$ cat src/rtl/sc_mult_bi_seq.sv
// Bipolar stochastic multiply sequencer: binary operands in, LFSR-driven
// bitstreams through an XNOR multiplier for one LFSR period, ones count out.

module sc_multiplier_bi (
    input  logic x_i,
    input  logic y_i,
    output logic z_o
);
    assign z_o = ~(x_i ^ y_i);
endmodule

module sc_mult_bi_seq #(
    parameter int               WIDTH  = 8,
    parameter logic [WIDTH-1:0] TAPS   = 8'hB8,
    parameter logic [WIDTH-1:0] SEED_X = 8'h01,
    parameter logic [WIDTH-1:0] SEED_Y = 8'hA5
) (
    input  logic             clk,
    input  logic             rst_n,
    input  logic             in_valid,
    output logic             in_ready,
    input  logic [WIDTH-1:0] in_a,
    input  logic [WIDTH-1:0] in_b,
    output logic             out_valid,
    input  logic             out_ready,
    output logic [WIDTH-1:0] out_count,
    output logic [WIDTH+1:0] out_bi,
    output logic             busy,
    output logic             sx,
    output logic             sy,
    output logic             sz
);

    typedef enum logic [1:0] {
        IDLE = 2'd0,
        RUN  = 2'd1,
        DONE = 2'd2
    } state_t;

    // Last cycle index of a run (L-1) and L widened for the bipolar result.
    localparam logic [WIDTH-1:0] LAST  = {{(WIDTH-1){1'b1}}, 1'b0};
    localparam logic [WIDTH+1:0] L_EXT = {2'b00, {WIDTH{1'b1}}};

    state_t           state_q;
    logic [WIDTH-1:0] a_q;
    logic [WIDTH-1:0] b_q;
    logic [WIDTH-1:0] lfsr_x_q;
    logic [WIDTH-1:0] lfsr_y_q;
    logic [WIDTH-1:0] cnt_q;
    logic [WIDTH-1:0] ones_q;
    logic             out_valid_q;
    logic [WIDTH-1:0] out_count_q;
    logic [WIDTH+1:0] out_bi_q;

    logic             run;
    logic             sx_w;
    logic             sy_w;
    logic             sz_w;
    logic [WIDTH-1:0] lfsr_x_d;
    logic [WIDTH-1:0] lfsr_y_d;
    logic [WIDTH-1:0] ones_d;
    logic [WIDTH+1:0] bi_d;

    assign run  = (state_q == RUN);
    assign sx_w = run & (lfsr_x_q <= a_q);
    assign sy_w = run & (lfsr_y_q <= b_q);

    sc_multiplier_bi u_mul (
        .x_i (sx_w),
        .y_i (sy_w),
        .z_o (sz_w)
    );

    always_comb begin
        lfsr_x_d = (lfsr_x_q >> 1) ^ (lfsr_x_q[0] ? TAPS : '0);
        lfsr_y_d = (lfsr_y_q >> 1) ^ (lfsr_y_q[0] ? TAPS : '0);
        ones_d   = ones_q + {{(WIDTH-1){1'b0}}, (run & sz_w)};
        bi_d     = {1'b0, ones_q, 1'b0} - L_EXT;
    end

    always_ff @(posedge clk or negedge rst_n) begin
        if (!rst_n) begin
            state_q     <= IDLE;
            a_q         <= '0;
            b_q         <= '0;
            lfsr_x_q    <= SEED_X;
            lfsr_y_q    <= SEED_Y;
            cnt_q       <= '0;
            ones_q      <= '0;
            out_valid_q <= 1'b0;
            out_count_q <= '0;
            out_bi_q    <= '0;
        end else begin
            unique case (state_q)
                IDLE: begin
                    if (in_valid) begin
                        a_q      <= in_a;
                        b_q      <= in_b;
                        lfsr_x_q <= SEED_X;
                        lfsr_y_q <= SEED_Y;
                        cnt_q    <= '0;
                        ones_q   <= '0;
                        state_q  <= RUN;
                    end
                end
                RUN: begin
                    lfsr_x_q <= lfsr_x_d;
                    lfsr_y_q <= lfsr_y_d;
                    ones_q   <= ones_d;
                    cnt_q    <= cnt_q + {{(WIDTH-1){1'b0}}, 1'b1};
                    if (cnt_q == LAST) begin
                        state_q <= DONE;
                    end
                end
                DONE: begin
                    // First DONE cycle publishes the full count.
                    if (!out_valid_q) begin
                        out_valid_q <= 1'b1;
                        out_count_q <= ones_q;
                        out_bi_q    <= bi_d;
                    end else if (out_ready) begin
                        out_valid_q <= 1'b0;
                        state_q     <= IDLE;
                    end
                end
                default: begin
                    state_q <= IDLE;
                end
            endcase
        end
    end

    assign in_ready  = (state_q == IDLE);
    assign busy      = run;
    assign out_valid = out_valid_q;
    assign out_count = out_count_q;
    assign out_bi    = out_bi_q;
    assign sx        = sx_w;
    assign sy        = sy_w;
    assign sz        = run & sz_w;

endmodule
$ cat config.mk
export PLATFORM = sky130hd
export DESIGN_NAME = sc_mult_bi_seq
export DESIGN_NICKNAME = d
export VERILOG_FILES = /design/src/rtl/sc_mult_bi_seq.sv
export SDC_FILE = /design/constraint.sdc
export NUM_CORES = 1
export LEC_CHECK = 0
export CORE_MARGIN = 8
export CORE_UTILIZATION = 45
export CTS_CLUSTER_DIAMETER = 50
export DETAILED_ROUTE_END_ITERATION = 8
export DONT_BUFFER_PORTS = 1
export GPL_ROUTABILITY_DRIVEN = 0
export PLACE_DENSITY_LB_ADDON = 0.1
export SLEW_MARGIN = 20
export SYNTH_ARGS = -nofsm -noshare
export SYNTH_HDL_FRONTEND = slang
export SYNTH_SLANG_ARGS = --single-unit
$ cat constraint.sdc
create_clock -name clk -period 4.5 [get_ports clk]
set_input_delay 0.9 -clock clk [delete_from_list [all_inputs] [get_ports clk]]
set_output_delay 0.9 -clock clk [all_outputs]
set_load 0.03 [all_outputs]
== Word level (Yosys, flattened, before mapping) ==
Index checks and enable logic that the tools add are counted.

* Shift-type cells: 0
* Divide/modulo/power cells: 0
* Multipliers: 0
* Multiplexer cells: 16
* Reductions and logical operators: 6
* Bitwise logic cells: 8
* Equality and inequality tests: 7
* Add/subtract/negate cells: 3
* $lt $le $gt $ge: 2

{| class="wikitable"
|+ Operator list
! kind !! number
|-
| $pmux W8 S2 || 4
|-
| $mux W8 || 5
|-
| $le A8 B8 Y1 || 2
|-
| $xor A7 B8 Y8 || 2
|-
| $sub A9 B8 Y10 const B || 1
|-
| $add A8 B1 Y8 || 1
|-
| $add A8 B1 Y8 const B || 1
|-
| $eq A8 B8 Y1 const B || 1
|-
| $mux W2 || 4
|-
| $ne A2 B2 Y1 const B || 3
|-
| $pmux W2 S3 || 1
|-
| $reduce_and A2 Y1 || 3
|-
| $reduce_and A4 Y1 || 1
|-
| $and A1 B1 Y1 || 3
|-
| $eq A2 B1 Y1 const B || 1
|-
| $eq A2 B2 Y1 const B || 1
|-
| $logic_not A2 Y1 || 1
|-
| $mux W1 || 2
|-
| $ne A2 B1 Y1 const B || 1
|-
| $not A1 Y1 || 2
|-
| $reduce_bool A2 Y1 || 1
|-
| $xor A1 B1 Y1 || 1
|}

* Flip-flop bits (word level): 69
* Bits in latches: 0
* Memory bits (writable): 0
* Memories kept: 0
* Logic and storage cells: 52
* Memory bits (read-only): 0

== Longest topological paths before layout ==
* Depth after elaboration: 7
* Mapped depth: 13
* Depth with buffers taken out: 13

== Cells and area by module ==
Synthesis repeated with hierarchy kept, for this count alone.

* Cell total of the unflattened synthesis: 300
* Area total of the unflattened synthesis: 2980.4 um^2

{| class="wikitable"
|+ By module, submodules not included
! module !! seq. area each (um^2) !! times used !! area each (um^2) !! cells an instance
|-
| sc_mult_bi_seq || 1532.7 || 1 || 2971.6 || 299
|-
| sc_multiplier_bi || 0.0 || 1 || 8.8 || 1
|}

== Worst setup path before layout ==
OpenSTA, ideal clock, no wires.

* Path type: reg2out
* Start point: reg lfsr_x_q[0]
* End point: out sz
* Buffers on the path: 0
* Stages on the path, launching flop included: 9
* Arrival: 1.664 ns
* Slack: 1.936 ns
* Cell sequence: dfstp_2 > inv_1 > ha_1 > nor2b_1 > o211ai_1 > a21oi_1 > o22a_1 > xnor2_1 > and2_1

* Longest elaborated chain between the ends: 5

{| class="wikitable"
|+ Ends and longest elaborated chain
! item !! line !! source
|-
| from (decl) || 47 || <nowiki>logic [WIDTH-1:0] lfsr_x_q;</nowiki>
|-
| from (signal assigned) || 107 || <nowiki>lfsr_x_q <= lfsr_x_d;</nowiki>
|-
| $le A8 B8 Y1 || 65 || <nowiki>assign sx_w = run & (lfsr_x_q <= a_q);</nowiki>
|-
| $and A1 B1 Y1 || 65 ||
|-
| $xor A1 B1 Y1 || 9 || <nowiki>assign z_o = ~(x_i ^ y_i);</nowiki>
|-
| $not A1 Y1 || 9 ||
|-
| $and A1 B1 Y1 || 140 || <nowiki>assign sz = run & sz_w;</nowiki>
|-
| to (decl) || 31 || <nowiki>output logic sz</nowiki>
|}

No other way between the ends.

== Final worst setup path ==
* Start point: reg lfsr_y_q[0]
* End point: out sz

* Longest elaborated chain between the ends: 5

{| class="wikitable"
|+ Ends and longest elaborated chain
! item !! line !! source
|-
| from (decl) || 48 || <nowiki>logic [WIDTH-1:0] lfsr_y_q;</nowiki>
|-
| from (signal assigned) || 108 || <nowiki>lfsr_y_q <= lfsr_y_d;</nowiki>
|-
| $le A8 B8 Y1 || 66 || <nowiki>assign sy_w = run & (lfsr_y_q <= b_q);</nowiki>
|-
| $and A1 B1 Y1 || 66 ||
|-
| $xor A1 B1 Y1 || 9 ||
|-
| $not A1 Y1 || 9 ||
|-
| $and A1 B1 Y1 || 140 ||
|}

No other way between the ends.

==> impl_metrics.ini <==
[critical_path]
timing.critical_path.cells = inv_1 > ha_1 > nor2b_1 > o211ai_1 > a21oi_1 > o22a_1 > xnor2_1 > and2_1
critical_path.n_buffers_inverters = 1
critical_path_depth = 8
crit_family = flip-flops
worst-r2r-cell-count = 13
cp_slowest_stage_delay_ps = 580
crit_path_end_kind = output port
crit_arrival_ps = 2160
timing.setup.critical_path_class = reg2out
path_max_fanout = 4
setup.worst_path.start_class = flip-flop
crit_slowest_cell = sky130_fd_sc_hd__dfstp_2
cp_required_ps = 3600

[synthesis]
post_synth_num_cell_types = 35
post_synth_xor_area_fraction = 0.0235
yosys.cell_count.top_type = sky130_fd_sc_hd__dfrtp_1
synth.mux.area_fraction = 0.0302
netlist_top_cells_count = 56 x sky130_fd_sc_hd__dfrtp_1, 46 x sky130_fd_sc_hd__o21ai_0, 44 x sky130_fd_sc_hd__nand2_1
synth_top_family_by_area = simple AND/OR/NAND/NOR gates
synth_async_sr_flop_share = 1.00
synth_compound_gate_area_share = 0.139
synth-edff-count = 0
postSynthNetCount = 342
netlist.area_leader.share = 0.469
synth-seq-area-share = 0.513
syn_area_um2 = 2990
synthDominantAreaCellType = sky130_fd_sc_hd__dfrtp_1
number_of_standard_cells_after_synthesis = 302
synth.top_cells.by_area = sky130_fd_sc_hd__dfrtp_1 47%, sky130_fd_sc_hd__ha_1 8.4%, sky130_fd_sc_hd__o21ai_0 7.7%, sky130_fd_sc_hd__nand2_1 5.5%, sky130_fd_sc_hd__dfstp_2 4.4%
synth-seq-cells = 61
post_synth_fa_ha_maj_area_fraction = 0.0838
post_synth.cell_area_avg_um2 = 9.89
synth_simple_gate_area_frac = 0.143
synth-main-ff-cell = sky130_fd_sc_hd__dfrtp_1
yosys_warnings = 0

[floorplan]
fp.dieArea_um2 = 9500
io-pin-count = 44
die_w_um = 97.5
core_region_area_um2 = 6390
die_h_um = 97.5
rows = 29
start_util = 0.468

[clocking]
cts_repair_resize_count = 0
clockBufferDepth = 2
tritoncts.num_buffers = 9
cts-root-buf = sky130_fd_sc_hd__clkbuf_8
clkTransAtPathRegs_ps = 70
tritoncts = done
post_cts_hold_buffer_count = 0
post-cts-setup-buffers = 0
clock-sinks = 61
clock_tree.htree_level_count = 3
clock_insertion_delay_worst_skew_ps = 340

[power_and_ir_drop]
power.leakage_nw = 1.40
powerDensity_nw_per_um2 = 774
peakVddDrop_mv = 0.373

[routing]
drt_wl_total_mm = 5.86
wl_per_cell_um = 15.7
firstDrtPassIters = 4
detailroute.via_count = 2023
drt.antenna.violating_nets = 0
detail_route.iter0.violations = 64
drc_errors = 0
routed_via_density = 5.41

[grt]
grtUsageMet1 = 0.160
grt.overflow.total = 0
grt.total_usage = 0.130
grt_use_met3 = 0.0462
grt_pass1_vias = 2048
grt_util_met2 = 0.205
grt_antenna_before_repair = 0
global_route.peak_usage_layer = met2
grt_max_degree = 62
grt_pass1_wl_mm = 10.1

[timing]
finalClockSkew_ps = 9.42
finalHoldViolCount = 0
final_max_slew_viol_count = 0
fin_worst_hold_slack_ps = 249
worst-slew-pin-transition_ps = 755
fin_crit_sh = 0.679
rsz0062_at_grt = no
period_minus_slack_ps = 3060
timing.slew.headroom = 0.495
setup_viol_count_final = 0
setup-tns-final_ps = 0
clock.fmax_mhz = 327

[placed_design]
place_inst = 358
dp.final_hpwl_mm = 3.89
portBuffers = 0

[cells_and_area]
antenna-diode-count = 0
n_fill_cell = 593
finalNetCount = 332
area_growth_syn_to_layout_pct = 6.66
post_layout_nonfiller_instances = 374
drive_above_1_share = 0.128

[worst_hold_path]
min-delay-path-class = in2async

[run]
maxCapViolations = 0

[status]
status = finished clean
[flip-flops by register name (all words and copies together) (netlist names)]
signal	cells
out_bi	2
state_q	2
lfsr_x_q	8
a_q	8
b_q	8
cnt_q	8
lfsr_y_q	8
ones_q	8
out_valid	1
out_count	8
[through the flow]
step | setup WS [ps] | instance area [µm²] | total power, mW | utilization
6_report | 1440 | 3190 | 2.47 | 0.499
3_5_place_dp | 1650 | 2960 | 1.95 | 0.464
4_1_cts | 1410 | 3190 | 2.50 | 0.499
2_1_floorplan | 1940 | 2990 | 1.75 | -
5_1_grt | 1270 | 3190 | 2.68 | 0.499
3_3_place_gp | 1770 | 2960 | 1.92 | 0.464
[final cells by class]
type / count / area, µm² / area share
Clock inverter: 7 / 100 / 0.0314
Inverter: 19 / 72.6 / 0.0228
Clock buffer: 9 / 124 / 0.0389
Tap cell: 77 / 96.3 / 0.0302
Timing Repair Buffer: 1 / 7.51 / 0.00236
Sequential cell: 61 / 1530 / 0.481
Multi-Input combinational cell: 200 / 1250 / 0.393
[logic make-up (layout without fill, tap and decap cells)]
logic type               Yosys count  after routing
AND/OR/NAND/NOR                   91             91
buffers and inverters             41             36
XOR/XNOR                           8              8
AO/OA/AOI/OAI                     73             73
adder cells (fa/ha/maj)           20             20
multiplexers                       8              8
flip-flops                        61             61
[cells in the final DEF, fill, tap and decap left out, types with 3 or more instances in the layout]
master / synthesis / routed
sky130_fd_sc_hd__o211ai_1: 4 / 4
sky130_fd_sc_hd__a21oi_1: 10 / 10
sky130_fd_sc_hd__nor2_1: 10 / 10
sky130_fd_sc_hd__o21ai_0: 46 / 46
sky130_fd_sc_hd__nand4_1: 10 / 10
sky130_fd_sc_hd__nand3_1: 15 / 15
sky130_fd_sc_hd__nand2_1: 44 / 44
sky130_fd_sc_hd__clkinvlp_4: 0 / 3
sky130_fd_sc_hd__mux2_2: 8 / 8
sky130_fd_sc_hd__ha_1: 20 / 20
sky130_fd_sc_hd__xnor2_1: 7 / 7
sky130_fd_sc_hd__o31ai_1: 3 / 3
sky130_fd_sc_hd__clkbuf_8: 0 / 9
sky130_fd_sc_hd__a31oi_1: 4 / 4
sky130_fd_sc_hd__dfstp_2: 5 / 5
sky130_fd_sc_hd__dfrtp_1: 56 / 56
sky130_fd_sc_hd__inv_1: 18 / 18
[worst paths after layout]
kind                        startpoint  slack (ps)           to
max reg2reg                lfsr_y_q[0]        1660    ones_q[4]
min in group clk              cnt_q[5]         490     cnt_q[5]
max in group asynchronous        rst_n        4020  lfsr_x_q[0]
min                              rst_n         250       b_q[4]
max                        lfsr_y_q[0]        1440           sz
min reg2reg                   cnt_q[5]         490     cnt_q[5]
[worst register-to-register path, delay by kind of cell (launching register included)]
kind | cells | cell delay, ps
adders and majority gates | 3 | 720
buffers and inverters | 1 | 80
and+or+nand+nor | 4 | 700
DFF | 1 | 580
AOI/OAI and AO/OA | 4 | 520
xor gates and xnor gates | 1 | 110
[layer usage]
metal / up-vias / routed length (µm)
met2: 33 / 2740
met5: - / 0
li1: 1009 / -
met1: 977 / 2840
met3: 4 / 233
met4: 0 / 47
[where the power goes]
group	switching (mW)	leakage [nW]	internal, mW	total, mW
Clock	0.232	0.102	0.313	0.545
Combinational	0.566	0.559	0.359	0.925
Sequential	0.216	0.743	0.780	0.996
Total	1.01	1.40	1.45	2.47
Power figures use the tool's default switching activity.
